**src/rtl/linear_fc_engine.sv**
```systemverilog
// linear_fc_engine: fully-connected layer, y[j] = sat(sum_i x[i]*W[j][i] + b[j]).
// Buffers one input vector, then per output row streams IN_DIM weights plus
// the bias from an external synchronous memory through a 3-stage MAC pipeline
// and presents the result on a valid/ready output port.
//
// Ports:
//   clk, rst_n            clock, async active-low reset
//   start, busy, done     layer control / status (done = 1-cycle pulse)
//   in_valid/in_ready/in_data          input vector stream, x[0..IN_DIM-1]
//   w_rd_en/w_addr/w_data              weight memory, data 1 cycle after read
//   out_valid/out_ready/out_data/out_idx/out_sat   result stream
//
// state | meaning
// ------+------------------------------------------------------------
// IDLE  | waiting for start
// LOAD  | accepting x[i] into the input buffer
// MAC   | issuing IN_DIM+1 weight/bias reads for row j
// DRAIN | 2 cycles letting the MAC pipeline empty
// OUT   | holding y[j] until out_ready
module linear_fc_engine #(
    parameter int DATA_W  = 32,
    parameter int FRAC    = 24,
    parameter int IN_DIM  = 20,
    parameter int OUT_DIM = 12,
    parameter int ACC_W   = 72,
    parameter int RELU    = 0,
    parameter int WADDR_W = $clog2(OUT_DIM*(IN_DIM+1)),
    parameter int IDX_W   = (OUT_DIM > 1) ? $clog2(OUT_DIM) : 1
) (
    input  logic               clk,
    input  logic               rst_n,
    input  logic               start,
    output logic               busy,
    output logic               done,
    input  logic               in_valid,
    output logic               in_ready,
    input  logic [DATA_W-1:0]  in_data,
    output logic               w_rd_en,
    output logic [WADDR_W-1:0] w_addr,
    input  logic [DATA_W-1:0]  w_data,
    output logic               out_valid,
    input  logic               out_ready,
    output logic [DATA_W-1:0]  out_data,
    output logic [IDX_W-1:0]   out_idx,
    output logic               out_sat
);

    localparam int CNT_W = $clog2(IN_DIM+1);
    localparam int P_W   = 2*DATA_W;
    localparam logic signed [ACC_W-1:0] MAX_A = {{(ACC_W-DATA_W+1){1'b0}}, {(DATA_W-1){1'b1}}};
    localparam logic signed [ACC_W-1:0] MIN_A = {{(ACC_W-DATA_W+1){1'b1}}, {(DATA_W-1){1'b0}}};

    typedef enum logic [2:0] {S_IDLE, S_LOAD, S_MAC, S_DRAIN, S_OUT} state_t;
    state_t state, state_d;

    logic [CNT_W-1:0]   i_cnt, k_cnt;
    logic [IDX_W-1:0]   j_cnt;
    logic [WADDR_W-1:0] base_q;
    logic               drain_cnt;
    logic [DATA_W-1:0]  x_buf [IN_DIM];

    logic                    s1_v, s1_bias, p_v;
    logic [DATA_W-1:0]       s1_x;
    logic signed [P_W-1:0]   p_reg;
    logic signed [ACC_W-1:0] acc;

    logic last_in, last_k, last_j, mac_entry;
    assign last_in = (i_cnt == CNT_W'(IN_DIM-1));
    assign last_k  = (k_cnt == CNT_W'(IN_DIM));
    assign last_j  = (j_cnt == IDX_W'(OUT_DIM-1));

    // ---------------- FSM ----------------
    always_ff @(posedge clk or negedge rst_n) begin
        if (!rst_n) state <= S_IDLE;
        else        state <= state_d;
    end

    always_comb begin
        state_d  = state;
        busy     = 1'b1;
        in_ready = 1'b0;
        w_rd_en  = 1'b0;
        case (state)
            S_IDLE: begin
                busy = 1'b0;
                // start in the done cycle is deliberately dropped
                if (start && !done) state_d = S_LOAD;
            end
            S_LOAD: begin
                in_ready = 1'b1;
                if (in_valid && last_in) state_d = S_MAC;
            end
            S_MAC: begin
                w_rd_en = 1'b1;
                if (last_k) state_d = S_DRAIN;
            end
            S_DRAIN: if (drain_cnt) state_d = S_OUT;
            S_OUT:   if (out_ready) state_d = last_j ? S_IDLE : S_MAC;
            default: state_d = S_IDLE;
        endcase
    end

    assign mac_entry = (state_d == S_MAC) && (state != S_MAC);
    assign w_addr    = base_q + WADDR_W'(k_cnt);

    // ---------------- result formation ----------------
    logic signed [ACC_W-1:0] p_ext, acc_fin, r_sh, r_rl;
    logic [DATA_W-1:0]       res_data;
    logic                    res_sat;

    always_comb begin
        p_ext   = {{(ACC_W-P_W){p_reg[P_W-1]}}, p_reg};
        // final bias term is still in the product register when DRAIN ends
        acc_fin = acc + (p_v ? p_ext : '0);
        r_sh    = acc_fin >>> FRAC;
        r_rl    = ((RELU != 0) && (r_sh < 0)) ? '0 : r_sh;
        res_sat = 1'b0;
        if (r_rl > MAX_A) begin
            res_data = {1'b0, {(DATA_W-1){1'b1}}};
            res_sat  = 1'b1;
        end else if (r_rl < MIN_A) begin
            res_data = {1'b1, {(DATA_W-1){1'b0}}};
            res_sat  = 1'b1;
        end else begin
            res_data = r_rl[DATA_W-1:0];
        end
    end

    // ---------------- control counters and output registers ----------------
    always_ff @(posedge clk or negedge rst_n) begin
        if (!rst_n) begin
            i_cnt     <= '0;
            k_cnt     <= '0;
            j_cnt     <= '0;
            base_q    <= '0;
            drain_cnt <= 1'b0;
            done      <= 1'b0;
            out_valid <= 1'b0;
            out_data  <= '0;
            out_idx   <= '0;
            out_sat   <= 1'b0;
        end else begin
            done <= 1'b0;
            case (state)
                S_IDLE: if (start && !done) begin
                    i_cnt  <= '0;
                    j_cnt  <= '0;
                    base_q <= '0;
                end
                S_LOAD: if (in_valid) begin
                    if (last_in) k_cnt <= '0;
                    else         i_cnt <= i_cnt + CNT_W'(1);
                end
                S_MAC: begin
                    k_cnt     <= k_cnt + CNT_W'(1);
                    drain_cnt <= 1'b0;
                end
                S_DRAIN: begin
                    drain_cnt <= ~drain_cnt;
                    if (drain_cnt) begin
                        out_valid <= 1'b1;
                        out_data  <= res_data;
                        out_idx   <= j_cnt;
                        out_sat   <= res_sat;
                    end
                end
                S_OUT: if (out_ready) begin
                    out_valid <= 1'b0;
                    if (last_j) begin
                        done <= 1'b1;
                    end else begin
                        j_cnt  <= j_cnt + IDX_W'(1);
                        base_q <= base_q + WADDR_W'(IN_DIM+1);
                        k_cnt  <= '0;
                    end
                end
                default: ;
            endcase
        end
    end

    // input buffer: contents are don't-care after reset, so no reset term
    always_ff @(posedge clk) begin
        if (state == S_LOAD && in_valid) x_buf[i_cnt] <= in_data;
    end

    // ---------------- MAC pipeline ----------------
    // stage 1: x[k] travels alongside the read so it meets w_data next cycle
    // stage 2: product (or bias << FRAC) registered
    // stage 3: accumulate
    logic [CNT_W-1:0]      x_idx;
    logic signed [P_W-1:0] xa, wa, term;

    always_comb begin
        x_idx = (k_cnt < CNT_W'(IN_DIM)) ? k_cnt : '0;
        xa    = {{DATA_W{s1_x[DATA_W-1]}}, s1_x};
        wa    = {{DATA_W{w_data[DATA_W-1]}}, w_data};
        term  = s1_bias ? (wa <<< FRAC) : (xa * wa);
    end

    always_ff @(posedge clk or negedge rst_n) begin
        if (!rst_n) begin
            s1_v    <= 1'b0;
            s1_bias <= 1'b0;
            s1_x    <= '0;
            p_v     <= 1'b0;
            p_reg   <= '0;
            acc     <= '0;
        end else begin
            s1_v    <= (state == S_MAC);
            s1_bias <= last_k;
            s1_x    <= x_buf[x_idx];
            p_v     <= s1_v;
            p_reg   <= s1_v ? term : '0;
            if (mac_entry) acc <= '0;
            else if (p_v)  acc <= acc + p_ext;
        end
    end

endmodule

```
**config.mk**
```make
export PLATFORM = sky130hd
export DESIGN_NAME = linear_fc_engine
export DESIGN_NICKNAME = d
export VERILOG_FILES = /design/src/rtl/linear_fc_engine.sv
export SDC_FILE = /design/constraint.sdc
export NUM_CORES = 2
export LEC_CHECK = 0
export CAP_MARGIN = 20
export CORE_ASPECT_RATIO = 1.75
export CORE_MARGIN = 2
export CORE_UTILIZATION = 66
export CTS_BUF_LIST = sky130_fd_sc_hd__clkbuf_4 sky130_fd_sc_hd__clkbuf_8
export CTS_CLUSTER_DIAMETER = 100
export DETAILED_ROUTE_END_ITERATION = 8
export PLACE_DENSITY = 0.85
export RECOVER_POWER = 50
export SLEW_MARGIN = 5
export SYNTH_ARGS = -nofsm -noshare
export SYNTH_HDL_FRONTEND = slang
export SYNTH_SLANG_ARGS = --single-unit
```
**constraint.sdc**
```tcl
create_clock -name clk -period 9.8 [get_ports clk]
set_input_delay 2.45 -clock clk [delete_from_list [all_inputs] [get_ports clk]]
set_output_delay 2.45 -clock clk [all_outputs]
set_load 0.05 [all_outputs]
```
# Yosys cells after proc, flatten, opt, wreduce, memory -nomap -nowiden

Memories as Yosys holds them, arrays and structs flattened. A register that Yosys moved wholly into a read port is not among the register bits.
Index checks and enable logic that the tools add are counted.

Register bits after elaboration: 204
Latch bits: 0
Memory bits (writable): 640
Memory bits (read-only): 0
Bits of input ports: 69
Output and inout bits: 50
Logic and storage cells: 109
Memories kept: 1

Add/sub/neg operators: 7
Multipliers: 1
Div/mod/pow operators: 0
$lt $le $gt $ge: 3
Eq/ne operators: 16
Shift-type cells: 0
Multiplexer cells: 46
Bitwise logic cells: 1
Reduce and logical (&&, ||, !) cells: 18

Memories:

| name  | depth | width | read ports | clocked after memory_dff | wr ports | RTL line | RTL |
|---|---|---|---|---|---|---|---|
| x_buf | 20    | 32    | 1          | 1                        | 1        | 60       | `logic [DATA_W-1:0] x_buf [IN_DIM];` |

Operator list:

| cell                   | number |
|---|---|
| $mux W72               | 3 |
| $mux W64               | 2 |
| $add A72 B64 Y72       | 1 |
| $add A72 B72 Y72       | 1 |
| $mul A32 B32 Y64       | 1 |
| $mux W32               | 2 |
| $gt A48 B32 Y1 const B | 1 |
| $lt A48 B32 Y1 const B | 1 |
| $mux W5                | 8 |
| $mux W8                | 3 |
| $pmux W8 S2            | 1 |
| $mux W3                | 5 |
| $pmux W3 S5            | 1 |
| $pmux W5 S3            | 1 |
| $ne A2 B2 Y1 const B   | 7 |
| $mux W1                | 12 |
| $mux W4                | 3 |
| $add A5 B1 Y5 const B  | 2 |
| $eq A5 B5 Y1 const B   | 2 |
| $pmux W5 S2            | 1 |
| $reduce_bool A2 Y1     | 5 |
| $eq A3 B2 Y1 const B   | 3 |
| $add A8 B5 Y8          | 1 |
| $add A8 B5 Y8 const B  | 1 |
| 18 further kinds       | 24 |

# Depth between registers and ports, before layout

Depth in word-level cells: 7
Gate-level depth with buffers: 32
Mapped depth without buffers: 30

# Worst setup path before layout

Ideal clock, no wire load.

Path kind: input to register
From: in w_data[5]
To: reg p_reg[60]
Setup time: 73 ps
Arrival: 9822 ps
Required time: 9727 ps
Slack: -95 ps
Stages on the path: 28
Path buffers: 2
Cell sequence: clkbuf_1 -> nand2_1 -> fa_1 -> inv_1 -> fa_1 -> fa_1 -> inv_1 -> fa_1 -> inv_1 -> fa_1 -> fa_1 -> fa_1 -> fa_1 -> ha_1 -> clkbuf_1 -> nand2_1 -> nor2_1 -> nand2_1 -> nor3_1 -> nand3_1 -> a211oi_1 -> nor2_1 -> o31ai_1 -> a311oi_1 -> o41a_1 -> o221ai_1 -> mux2_2 -> nor2_1

Word-level cells in the longest chain between the ends: 3

Ends and longest elaborated chain:

| element              | RTL line | RTL |
|---|---|---|
| from (decl)          | 40       | `input logic [DATA_W-1:0] w_data,` |
| $mul A32 B32 Y64     | 198      | `term = s1_bias ? (wa <<< FRAC) : (xa * wa);` |
| $mux W64             | 198      |  |
| $mux W64             | 214      | `p_reg <= s1_v ? term : '0;` |
| to (signal assigned) | 214      |  |
| to (decl)            | 64       | `logic signed [P_W-1:0] p_reg;` |

Every way passes these cells.
A chain may end at the register's enable or synchronous reset.

# Worst setup path after layout

From: in w_data[17]
To: reg p_reg[61]

The elaborated chain is that of the path after synthesis.

==> summary.txt <==
Run status
  – Outcome: complete, but fails checks
  – Violated checks: capacitance limit, slew limit

Route
  – Post-route ant nets: 0
  – Average wire per standard cell: 25.2 um
  – Drt via density: 6.38
  – Detailed-route via count: 57,900
  – Drt total wl: 229,000 um
  – DR iter-0 viols: 5,180
  – Drt drc: 0
  – First-pass iteration count of the detailed router: 6

Layout
  – Post-layout util: 0.737
  – Final net count: 8,945
  – Non-Filler Instances: 9,074
  – Layout cells sized above 1: 0.105
  – Max reg flops: 640
  – Area growth, synth to finish: 10.8%
  – Fin area: 86,000 um2

Logic synthesis
  – Synth Area in Compound Gates: 0.0852
  – Netlist cell types: 84
  – Post-Synth XOR/XNOR Area: 0.0214
  – Avg Cell Area, Syn: 10.8 um2
  – Synthesized flop and latch total: 876
  – Post-Syn Area: 77,600 um2
  – Adder-Cell Fraction of Synth Area: 0.334
  – Synth Area in Simple Gates: 0.132
  – Largest family of logic cells by synthesized area: adder cells
  – Syn Nets: 8,685
  – Mux cell area share after synthesis: 0.0360
  – Syn. warnings: 0
  – Post-synth EDFFs: 640
  – Seq/Total Area, Yosys: 0.324
  – Ys flop type: edfxtp_1
  – Post-synthesis async set-or-reset flop share: 0.269
  – Cells after Synth: 7,194

Global route
  – Met1 Usage GRT: 0.372
  – Met2 Resource Use GR: 0.678
  – GRT busiest layer: met2
  – Initial antenna violation count: 15
  – First-pass GRT wire length: 347,000 um
  – Vias in the first global route: 63,600
  – Pin count of the biggest net entering global routing: 118
  – Gr ovfl total: 0
  – Tot GR Track Use: 0.382
  – Met3 Use GR: 0.0759

Critical path
  – Crit end category: flip-flop
  – R2R cell count: 29
  – Worst EP required: 10,560 ps
  – Worst EP arrival: 10,390 ps
  – CP Capture Point: p_reg[61]
  – Flop2flop setup slack: 1090 ps
  – R2R Path Start: s1_x[7]
  – Path type of the worst setup path: primary input to flip-flop
  – Critical path startpoint category: primary input
  – Worst-path fanout max: 16
  – Crit path from: w_data[17]
  – RR Endpoint: p_reg[62]

Die
  – Die H: 458 um
  – Die area: 121,000 um2
  – Horiz. Die Dim: 263 um
  – Initial Utilization: 0.665
  – Cell Rows: 166
  – I/O pins: 119
  – Core area: 117,000 um2

STA
  – Final hold vios: 0
  – Worst Tran Pin Value: 6240 ps
  – Final clock skew: 76.7 ps
  – Final Max Tran Viols: 223
  – Final setup vio count: 0
  – Max Fclk: 104 MHz
  – Minimum clock period: 9620 ps
  – Hold_ws: 482 ps
  – Final worst-path cycle share: 0.982
  – Slew margin rel.: -3.16

Clock network
  – Worst-skew pair later-pin latency: 870 ps
  – Num CTS Buffers: 117
  – Clk sinks: 876
  – Clk buf depth: 3
  – Root Buffer: clkbuf_8
  – # hold bufs at CTS: 0
  – Clk slew on worst S/H paths: 70 ps
  – # H-tree levels: 3
  – TritonCTS clock tree: built

Placement
  – Placed Cells: 8,827
  – IO Port Bufs: 118
  – DP Area: 82,900 um2
  – RePlAce Congestion: 0.959
  – Dpl hpwl: 165,000 um

Hold path
  – Worst hold path class: flip-flop to flip-flop

Job
  – Max-cap violations: 3
## final cells by class
class                      count  area [um2]
fill                        7577       30700
clock inverter                59         663
multi-input combinational   4927       47600
antenna                        9        22.5
inverter                     995        3730
timing repair buffer         537        4970
sequential                   876       25100
clock buffer                 159        2010
tap                         1512        1890
## worst min-delay path by stage
stage            startpoint           end  cells after the start
2_1_floorplan          s1_v           p_v                      0
3_3_place_gp     out_idx[0]    out_idx[0]                      2
3_5_place_dp   out_data[31]  out_data[31]                      2
4_1_cts          out_idx[1]    out_idx[1]                      2
5_1_grt          out_idx[1]    out_idx[1]                      2
6_report         out_idx[1]    out_idx[1]                      2
## layer usage
| layer | wire length (um) | vias to the layer above |
|---|---|---|
| met4 | 24800 | 10 |
| li1 | - | 24000 |
| met3 | 18500 | 1496 |
| met5 | 60 | - |
| met2 | 119000 | 3536 |
| met1 | 66300 | 28800 |
## cell families (layout without fill, tap and decap cells)
logic type	after synthesis	after routing
xor+xnor	189	189
fa+ha+maj	1422	1422
flops	876	876
mux	199	199
buf+inv	1391	1750
other cells	0	9
compound gates	1017	1017
simple gates	2100	2100
## critical path: stages
cell             delay, ps
clkdlybuf4s50_1        510
buf_12                 170
buf_4                  310
nand2_1                130
fa_1                   610
inv_1                   80
fa_1                   450
fa_1                   710
fa_1                   570
fa_1                   580
fa_1                   440
fa_1                   580
fa_1                   440
ha_1                   300
a21o_1                 180
a21o_1                 170
a21oi_1                180
o21ai_0                180
a311oi_2               370
a21oi_2                110
buf_6                  140
a31oi_1                170
mux2_2                 350
nor3_1                 170
## metrics by stage
step	setup TNS, ps	setup slack [ps]
floorplan	0	12.5
global placement	-13310	-806
detailed placement	-15700	-842
CTS	0	20.6
global route	-180	-97.8
finish	0	176
## placed cells by master (no fill, tap or decap), drive strengths merged, types with 26 or more instances in the layout
| cell type | n |
|---|---|
| inv | 999 |
| fa | 1084 |
| and3 | 30 |
| a211oi | 29 |
| o22ai | 32 |
| and2 | 617 |
| ha | 338 |
| clkbuf | 169 |
| nand4 | 40 |
| dfrtp | 236 |
| nand2b | 34 |
| o21a | 27 |
| nor2b | 34 |
| nand3 | 183 |
| a21oi | 196 |
| buf | 410 |
| nor2 | 275 |
| clkinv | 37 |
| o211ai | 86 |
| a21o | 142 |
| edfxtp | 640 |
| nor3 | 36 |
| xnor2 | 116 |
| mux2i | 130 |
| o21bai | 26 |
| xor2 | 73 |
| clkdlybuf4s50 | 69 |
| nand2 | 796 |
| o21ai | 341 |
| mux4 | 64 |
| dlygate4sd3 | 35 |
| o221ai | 35 |
## repair_timing
item / 4_1_cts / 5_1_grt
endpoints found under the setup margin: 2 / 18
pin swaps: 1 / 27
buffers inserted: 0 / 13
cloned: 0 / 5
resized for setup: 1 / 49
## cell usage after synthesis, drive strengths merged (15+ instances only)
library cell,instances,share of area
fa,1084,0.28
inv,994,0.048
nand2,796,0.038
edfxtp,640,0.25
and2,617,0.050
clkbuf,356,0.017
o21ai,341,0.022
ha,338,0.054
nor2,275,0.013
dfrtp,236,0.076
a21oi,196,0.013
nand3,183,0.012
a21o,142,0.014
mux2i,130,0.017
xnor2,116,0.013
o211ai,86,0.0083
xor2,73,0.0082
mux4,64,0.019
buf,40,0.0024
nand4,40,0.0032
nor3,36,0.0023
o221ai,35,0.0039
nand2b,34,0.0027
nor2b,34,0.0027
o22ai,32,0.0050
and3,30,0.0024
a211oi,29,0.0030
o21a,27,0.0026
o21bai,26,0.0025
a31oi,15,0.0012
Power is left out: the tool's default activity adds up to more than one toggle a clock period on the data nets, which glitch-free logic cannot reach.
